**config.mk**
```make
export PLATFORM = sky130hd
export DESIGN_NAME = pll_rst_seq
export DESIGN_NICKNAME = d
export VERILOG_FILES = /design/src/rtl/pll_rst_seq.sv
export SDC_FILE = /design/constraint.sdc
export NUM_CORES = 1
export LEC_CHECK = 0
export BUFFER_PORTS_ARGS = -buffer_cell sky130_fd_sc_hd__buf_2
export CORE_MARGIN = 5
export CORE_UTILIZATION = 38
export DETAILED_ROUTE_END_ITERATION = 10
export SETUP_SLACK_MARGIN = 0.02
export SYNTH_ARGS = -nofsm -noshare
export SYNTH_HDL_FRONTEND = slang
export SYNTH_SLANG_ARGS = --single-unit
export TNS_END_PERCENT = 5
```
**constraint.sdc**
```tcl
create_clock -name i_clk -period 4.9 [get_ports i_clk]
set_clock_uncertainty 0.1 [all_clocks]
set_input_delay 0.98 -clock i_clk [delete_from_list [all_inputs] [get_ports i_clk]]
set_output_delay 0.98 -clock i_clk [all_outputs]
set_load 0.01 [all_outputs]
```
**src/rtl/pll_rst_seq.sv**
```systemverilog
// PLL supervisor and staggered reset sequencer. It holds the PLL in reset, qualifies LOCK,
// releases NUM_CH reset domains in order, and aborts on lock loss or a forced re-lock.
module pll_rst_seq #(
    parameter int unsigned NUM_CH        = 3,
    parameter int unsigned SYNC_STAGES   = 2,
    parameter int unsigned RST_CYCLES    = 16,
    parameter int unsigned LOCK_TIMEOUT  = 1024,
    parameter int unsigned STABLE_CYCLES = 256,
    parameter int unsigned STAGE_GAP     = 8,
    parameter int unsigned CNT_W         = 16
) (
    input  logic              i_clk,
    input  logic              i_resetn,
    input  logic              i_lock_in,
    input  logic              i_force_relock,
    output logic              o_pll_reset,
    output logic [NUM_CH-1:0] o_ch_resetn,
    output logic              o_all_ready,
    output logic [2:0]        o_state,
    output logic [7:0]        o_retry_cnt,
    output logic [7:0]        o_lock_loss_cnt
);
    localparam int unsigned IDX_W = (NUM_CH > 1) ? $clog2(NUM_CH) : 1;

    localparam logic [CNT_W-1:0] RST_LAST     = CNT_W'(RST_CYCLES - 1);
    localparam logic [CNT_W-1:0] TIMEOUT_LAST = CNT_W'(LOCK_TIMEOUT - 1);
    localparam logic [CNT_W-1:0] STABLE_LAST  = CNT_W'(STABLE_CYCLES - 1);
    localparam logic [CNT_W-1:0] GAP_LAST     = CNT_W'(STAGE_GAP - 1);
    localparam logic [IDX_W-1:0] IDX_LAST     = IDX_W'(NUM_CH - 1);

    typedef enum logic [2:0] {
        StPllRst   = 3'd0,
        StWaitLock = 3'd1,
        StStable   = 3'd2,
        StRelease  = 3'd3,
        StRun      = 3'd4
    } state_e;

    state_e                 r_state;
    state_e                 w_state_nxt;
    logic [CNT_W-1:0]       r_cnt;
    logic [CNT_W-1:0]       w_cnt_nxt;
    logic [IDX_W-1:0]       r_idx;
    logic [IDX_W-1:0]       w_idx_nxt;
    logic [NUM_CH-1:0]      r_ch_resetn;
    logic [NUM_CH-1:0]      w_ch_resetn_nxt;
    logic [7:0]             r_retry_cnt;
    logic [7:0]             w_retry_cnt_nxt;
    logic [7:0]             r_lock_loss_cnt;
    logic [7:0]             w_lock_loss_cnt_nxt;
    logic [SYNC_STAGES-1:0] r_sync;
    logic                   w_lock_s;
    logic                   w_abort;

    assign w_lock_s = r_sync[SYNC_STAGES-1];

    always_ff @(posedge i_clk) begin
        if (!i_resetn) begin
            r_state         <= StPllRst;
            r_cnt           <= '0;
            r_idx           <= '0;
            r_ch_resetn     <= '0;
            r_retry_cnt     <= '0;
            r_lock_loss_cnt <= '0;
            r_sync          <= '0;
        end else begin
            r_state         <= w_state_nxt;
            r_cnt           <= w_cnt_nxt;
            r_idx           <= w_idx_nxt;
            r_ch_resetn     <= w_ch_resetn_nxt;
            r_retry_cnt     <= w_retry_cnt_nxt;
            r_lock_loss_cnt <= w_lock_loss_cnt_nxt;
            r_sync          <= {r_sync[SYNC_STAGES-2:0], i_lock_in};
        end
    end

    always_comb begin
        w_state_nxt         = r_state;
        w_cnt_nxt           = r_cnt;
        w_idx_nxt           = r_idx;
        w_ch_resetn_nxt     = r_ch_resetn;
        w_retry_cnt_nxt     = r_retry_cnt;
        w_lock_loss_cnt_nxt = r_lock_loss_cnt;
        w_abort             = 1'b0;

        // A forced re-lock outranks lock loss and is not counted as one.
        if (i_force_relock && (r_state != StPllRst)) begin
            w_abort = 1'b1;
        end else if (!w_lock_s && ((r_state == StRelease) || (r_state == StRun))) begin
            w_abort = 1'b1;
            if (r_lock_loss_cnt != 8'hFF) begin
                w_lock_loss_cnt_nxt = r_lock_loss_cnt + 8'd1;
            end
        end

        if (w_abort) begin
            w_state_nxt     = StPllRst;
            w_cnt_nxt       = '0;
            w_idx_nxt       = '0;
            w_ch_resetn_nxt = '0;
        end else begin
            case (r_state)
                StPllRst: begin
                    if (r_cnt == RST_LAST) begin
                        w_state_nxt = StWaitLock;
                        w_cnt_nxt   = '0;
                    end else begin
                        w_cnt_nxt = r_cnt + CNT_W'(1);
                    end
                end
                StWaitLock: begin
                    if (w_lock_s) begin
                        w_state_nxt = StStable;
                        w_cnt_nxt   = '0;
                    end else if (r_cnt == TIMEOUT_LAST) begin
                        w_state_nxt = StPllRst;
                        w_cnt_nxt   = '0;
                        if (r_retry_cnt != 8'hFF) begin
                            w_retry_cnt_nxt = r_retry_cnt + 8'd1;
                        end
                    end else begin
                        w_cnt_nxt = r_cnt + CNT_W'(1);
                    end
                end
                StStable: begin
                    if (!w_lock_s) begin
                        w_state_nxt = StWaitLock;
                        w_cnt_nxt   = '0;
                    end else if (r_cnt == STABLE_LAST) begin
                        w_state_nxt        = StRelease;
                        w_cnt_nxt          = '0;
                        w_idx_nxt          = '0;
                        w_ch_resetn_nxt[0] = 1'b1;
                    end else begin
                        w_cnt_nxt = r_cnt + CNT_W'(1);
                    end
                end
                StRelease: begin
                    if (r_cnt == GAP_LAST) begin
                        w_cnt_nxt = '0;
                        if (r_idx == IDX_LAST) begin
                            w_state_nxt = StRun;
                        end else begin
                            w_idx_nxt = r_idx + IDX_W'(1);
                            for (int k = 1; k < NUM_CH; k++) begin
                                if (IDX_W'(k - 1) == r_idx) begin
                                    w_ch_resetn_nxt[k] = 1'b1;
                                end
                            end
                        end
                    end else begin
                        w_cnt_nxt = r_cnt + CNT_W'(1);
                    end
                end
                StRun: begin
                    w_state_nxt = StRun;
                end
                default: begin
                    w_state_nxt = StPllRst;
                    w_cnt_nxt   = '0;
                    w_idx_nxt   = '0;
                end
            endcase
        end
    end

    assign o_pll_reset     = (r_state == StPllRst);
    assign o_all_ready     = (r_state == StRun);
    assign o_state         = r_state;
    assign o_ch_resetn     = r_ch_resetn;
    assign o_retry_cnt     = r_retry_cnt;
    assign o_lock_loss_cnt = r_lock_loss_cnt;

endmodule

```
# Word-level counts from Yosys, hierarchy flattened
# Index checks and enable logic that the tools add are counted.
dict set report word_totals {
  input_bits 4
  out_inout_bits 24
  regBits 42
}
dict set report classes {
  n_addsub 4
  bitwise_logic 6
  eq_ne 20
  n_reduce_logical 16
  n_mux 22
}
# op n
set ops {}
lappend ops {{$mux W16} 6}
lappend ops {{$pmux W16 S5} 1}
lappend ops {{$mux W3} 7}
lappend ops {{$add A16 B1 Y16 const B} 1}
lappend ops {{$add A8 B1 Y8 const B} 2}
lappend ops {{$eq A16 B10 Y1 const B} 1}
lappend ops {{$eq A16 B3 Y1 const B} 1}
lappend ops {{$eq A16 B4 Y1 const B} 1}
lappend ops {{$eq A16 B8 Y1 const B} 1}
lappend ops {{$ne A8 B8 Y1 const B} 2}
lappend ops {{$pmux W3 S5} 1}
lappend ops {{$reduce_and A5 Y1} 3}
lappend ops {{$mux W2} 4}
lappend ops {{$reduce_and A4 Y1} 2}
lappend ops {{$eq A3 B2 Y1 const B} 2}
lappend ops {{$ne A2 B1 Y1 const B} 3}
lappend ops {{$ne A2 B2 Y1 const B} 3}
lappend ops {{$ne A3 B3 Y1 const B} 2}
lappend ops {{$not A1 Y1} 6}
lappend ops {{$pmux W2 S3} 1}
lappend ops {{$reduce_and A3 Y1} 2}
lappend ops {{$eq A3 B1 Y1 const B} 1}
lappend ops {{$eq A3 B3 Y1 const B} 1}
lappend ops {{$logic_not A3 Y1} 1}
lappend ops {{other kinds (11)} 13}

# Longest topological paths before layout
dict set report logic_depth {
  ltp_word 7
  mapped_depth 10
}

# Worst setup path before layout
# Ideal clock, no wire load.
dict set report synth_timing {
  path_type {input to register}
  from {input port i_force_relock}
  to {register r_retry_cnt[3] (netlist: o_retry_cnt[3])}
  slack_ns 2.459
  t_required_ns 4.672
  path_buffers 0
  t_arrival_ns 2.213
  cell_stages 5
  path_cell_list {or4_4 > a311oi_4 > nand4_1 > xor2_1 > nor2_1}
}
dict set report synth_between {
  elab_chain_cells 4
}
# element line
set synth_lines {}
lappend synth_lines {{start: declaration} 15} ;# input logic i_force_relock,
lappend synth_lines {{$logic_and A1 B1 Y1} 87} ;# if (i_force_relock && (r_state != StPllRst)) begin
lappend synth_lines {{$mux W1} 87}
lappend synth_lines {{$not A1 Y1 (no line)} -}
lappend synth_lines {{$reduce_and A5 Y1 (no line)} -}
lappend synth_lines {{end signal: assignment} 71} ;# r_retry_cnt <= w_retry_cnt_nxt;
lappend synth_lines {{end: declaration} 47} ;# logic [7:0] r_retry_cnt;
# Every way passes these cells.
# A chain may end at the register's enable or synchronous reset.

# Final worst setup path
dict set report layout_timing {
  from {register r_cnt[0]}
  to {register r_cnt[10]}
}
dict set report layout_between {
  elab_chain_cells 4
  elab_cells_between_ends 12
  classes_between {1 x add/sub; 4 x eq/ne; 7 x mux}
}
# element line
set layout_lines {}
lappend layout_lines {{start: declaration} 41} ;# logic [CNT_W-1:0] r_cnt;
lappend layout_lines {{start signal: assignment} 68} ;# r_cnt <= w_cnt_nxt;
lappend layout_lines {{$add A16 B1 Y16, or another cell as far along} -}
lappend layout_lines {{$mux W16 (on tied branches)} {129, 115}}
lappend layout_lines {{$mux W16 (on tied branches)} {126, 112}}
lappend layout_lines {{$pmux W16 S5 *} 102} ;# case (r_state)
# Every way passes the cells marked *; elsewhere a longest branch is shown, timed or not.

==> impl_metrics.toml <==
[synth]
synth_compound_area_frac = 0.140
synth-seq-area-share = 0.387
synth_async_sr_flop_share = 0
yosysWarnings = 0
syn_area_mm2 = 0.00217
ys_types = 51
synth_top_area_frac = 0.387
synthXorXnorAreaFrac = 0.0604
syn_nets = 258
syn_inst = 248
synth_fa_ha_area_frac = 0.0345
synth_mux_area_frac = 0.0276
yosys_most_used_dff = "dfxtp_1"
synthTopCellsByArea = "dfxtp_1, xor2_1, nor2_1"
syn_avg_cell_area_um2 = 8.77
synthSimpleGateAreaFrac = 0.306
ys_seq_elements = 42
synth.largest_area_cell = "dfxtp_1"
synth_most_common_cell = "dfxtp_1"
synth_commonest_cells = "dfxtp_1, nor2_1, nand2_1"
synth_top_family_by_area = "simple AND/OR/NAND/NOR gates"
synth_edf_count = 0

[floorplanning]
die_h_um = 85.6
coreArea_mm2 = 0.00554
row_count = 27
die_w_um = 85.6
die-area_mm2 = 0.00734
start_util = 0.393
io_pins = 28

[power_and_ir_drop]
p_int_mw = 0.596
seq_power_share = 0.436
power.density_mw_per_mm2 = 366
cellLeakagePower_nw = 0.984
vdd_drop_max_mv = 0.177
comb_power_share = 0.272
p_clk_frac = 0.291
switching_power_mw = 0.305
switching_share = 0.338

[clock_tree]
worstSkewPairLatency_ps = 300
cts_buffers = 5
hold_buffers = 0
cts_tree = "done"
cts_sinks = 42
cts.clk_slew.worst_paths_ps = 80
post-cts-setup-buffers = 0
cts-root-buf = "clkbuf_8"
clockBufferDepth = 2
post_cts_resized = 0
h-tree-depth = 2

[timing]
fmax_mhz = 395
slew_viol_final = 0
relSlewSlack = 0.584
final-setup-viol-count = 0
fin_crit_ps = 2530
tightest_slew_ps = 618
period_share = 0.516
hold_violations = 0
whs_ps = 340
rsz0062_at_grt = "no"
setup_tns_ps = 0

[finish]
fin_area_mm2 = 0.00246
drive_gt1_frac = 0.184
diodes = 0
n_fill_cell = 576
final_util = 0.444
nets = 286
syn_to_final_growth_pct = 13.2

[grt]
grtUsageTotal = 0.126
grt_pass1_vias = 1615
grt_max_degree = 21
antenna_found_initial = 0
grt-ovfl-total = 0
grt_first_pass_wirelength_um = 7470

[drt]
wirelength_um = 4520
ant_nets = 0
post_drt_wl_per_cell_um = 12.9
drtIter0Drc = 69
num_vias = 1821
firstDrtPassIters = 4
vias_per_cell = 5.22
drc_errors = 0

[critical_path]
timing.rr.start = "r_cnt[0]"
critical_path_class = "reg -> reg"
crit_arrival_ps = 2620
r2r-end = "r_cnt[10]"
end_kind = "flip-flop"
worstRegToRegCells = 8
cp.required_ps = 4990
startpoint_type = "flip-flop"
crit_path_start = "r_cnt[0]"
critical_path.endpoint = "r_cnt[10]"
r2r_setup_slack_ps = 2370
path_max_fanout = 20

[place]
dpl.hpwl_um = 3210
gp_congestion = 0.776
postPlaceCellArea_mm2 = 0.00235
portBuffers = 27

[job]
maxCapViolCount = 0

[hold_path]
hp-class = "reg -> reg"

[outcome]
status = "complete, no violations"
[layout make-up]
cell class	instances	area, um^2	share of cell area
Multi-Input combinational cell	189	1240	0.502
Timing Repair Buffer	29	150	0.0610
Tap cell	72	90.1	0.0366
Sequential cell	42	841	0.342
Clock buffer	8	110	0.0447
Inverter	9	33.8	0.0137
[layer usage]
metal / global-route usage / routed length [um]
met2: 0.190 / 1930
met3: 0.0403 / 216
met5: 0 / 0
met1: 0.166 / 2280
met4: 0.0532 / 91
[logic make-up (layout without fill, tap and decap cells)]
logic type	Yosys count	after routing
xor+xnor	15	15
buf+inv	17	46
mux	6	6
compound gates	42	42
flops	42	42
fa+ha+maj	6	6
simple gates	120	120
[how the worst min path moves through the flow]
stage | start | to | slack (ps) | cells after the start
after floorplan | r_sync[0] | r_sync[1] | 310 | 1
after global placement | r_sync[0] | r_sync[1] | 330 | 1
after detailed placement | r_sync[0] | r_sync[1] | 330 | 1
after CTS | r_sync[0] | r_sync[1] | 350 | 1
after global routing | r_sync[0] | r_sync[1] | 360 | 1
final | r_sync[0] | r_sync[1] | 340 | 1
[power groups by stage]
stage | Combinational, mW | Sequential [mW] | Clock (mW)
2_1_floorplan | 0.220 | 0.386 | 0
3_3_place_gp | 0.244 | 0.400 | 0
3_5_place_dp | 0.246 | 0.401 | 0
4_1_cts | 0.246 | 0.393 | 0.271
5_1_grt | 0.272 | 0.397 | 0.284
6_report | 0.245 | 0.393 | 0.262
[through the flow]
step | instances | setup WS (ps) | total power [mW]
floorplan | 248 | 2460 | 0.606
global placement | 341 | 2150 | 0.644
detailed placement | 341 | 2120 | 0.646
CTS | 349 | 2370 | 0.910
global route | 349 | 2190 | 0.953
finish | 349 | 2370 | 0.901
[cells in the final DEF, fill, tap and decap left out, drive strengths merged, types with 2 or more instances in the layout]
| master | Yosys | final |
|---|---|---|
| dfxtp | 42 | 42 |
| buf | 7 | 29 |
| nor2 | 28 | 28 |
| nand2 | 25 | 25 |
| nand3 | 16 | 16 |
| xor2 | 13 | 13 |
| nand4 | 13 | 13 |
| a21oi | 12 | 12 |
| o21ai | 12 | 12 |
| and3 | 9 | 9 |
| clkbuf | 1 | 8 |
| inv | 8 | 8 |
| nor3 | 7 | 7 |
| mux2i | 6 | 6 |
| ha | 6 | 6 |
| o311ai | 4 | 4 |
| nor4 | 4 | 4 |
| nand2b | 3 | 3 |
| a22oi | 3 | 3 |
| and4 | 2 | 2 |
| nand3b | 2 | 2 |
| a211o | 2 | 2 |
| xnor2 | 2 | 2 |
| or3 | 2 | 2 |
| and2 | 2 | 2 |
| o211ai | 2 | 2 |
| a311oi | 2 | 2 |
[flip-flops by register name (all words and copies together), names as in the netlist]
name             cells
o_lock_loss_cnt      8
o_retry_cnt          8
r_idx                2
o_state              3
r_cnt               16
r_sync               2
o_ch_resetn          3
[worst max-delay path, stage by stage, from the launching register on]
cell and delay, ps:
dfxtp_1 390, ha_1 280, and4_1 350, nand4_2 190, a22oi_2 300, a311oi_2 130, buf_4 220, and3_1 200
a221o_1 250
(Power assumes the default switching activity.)
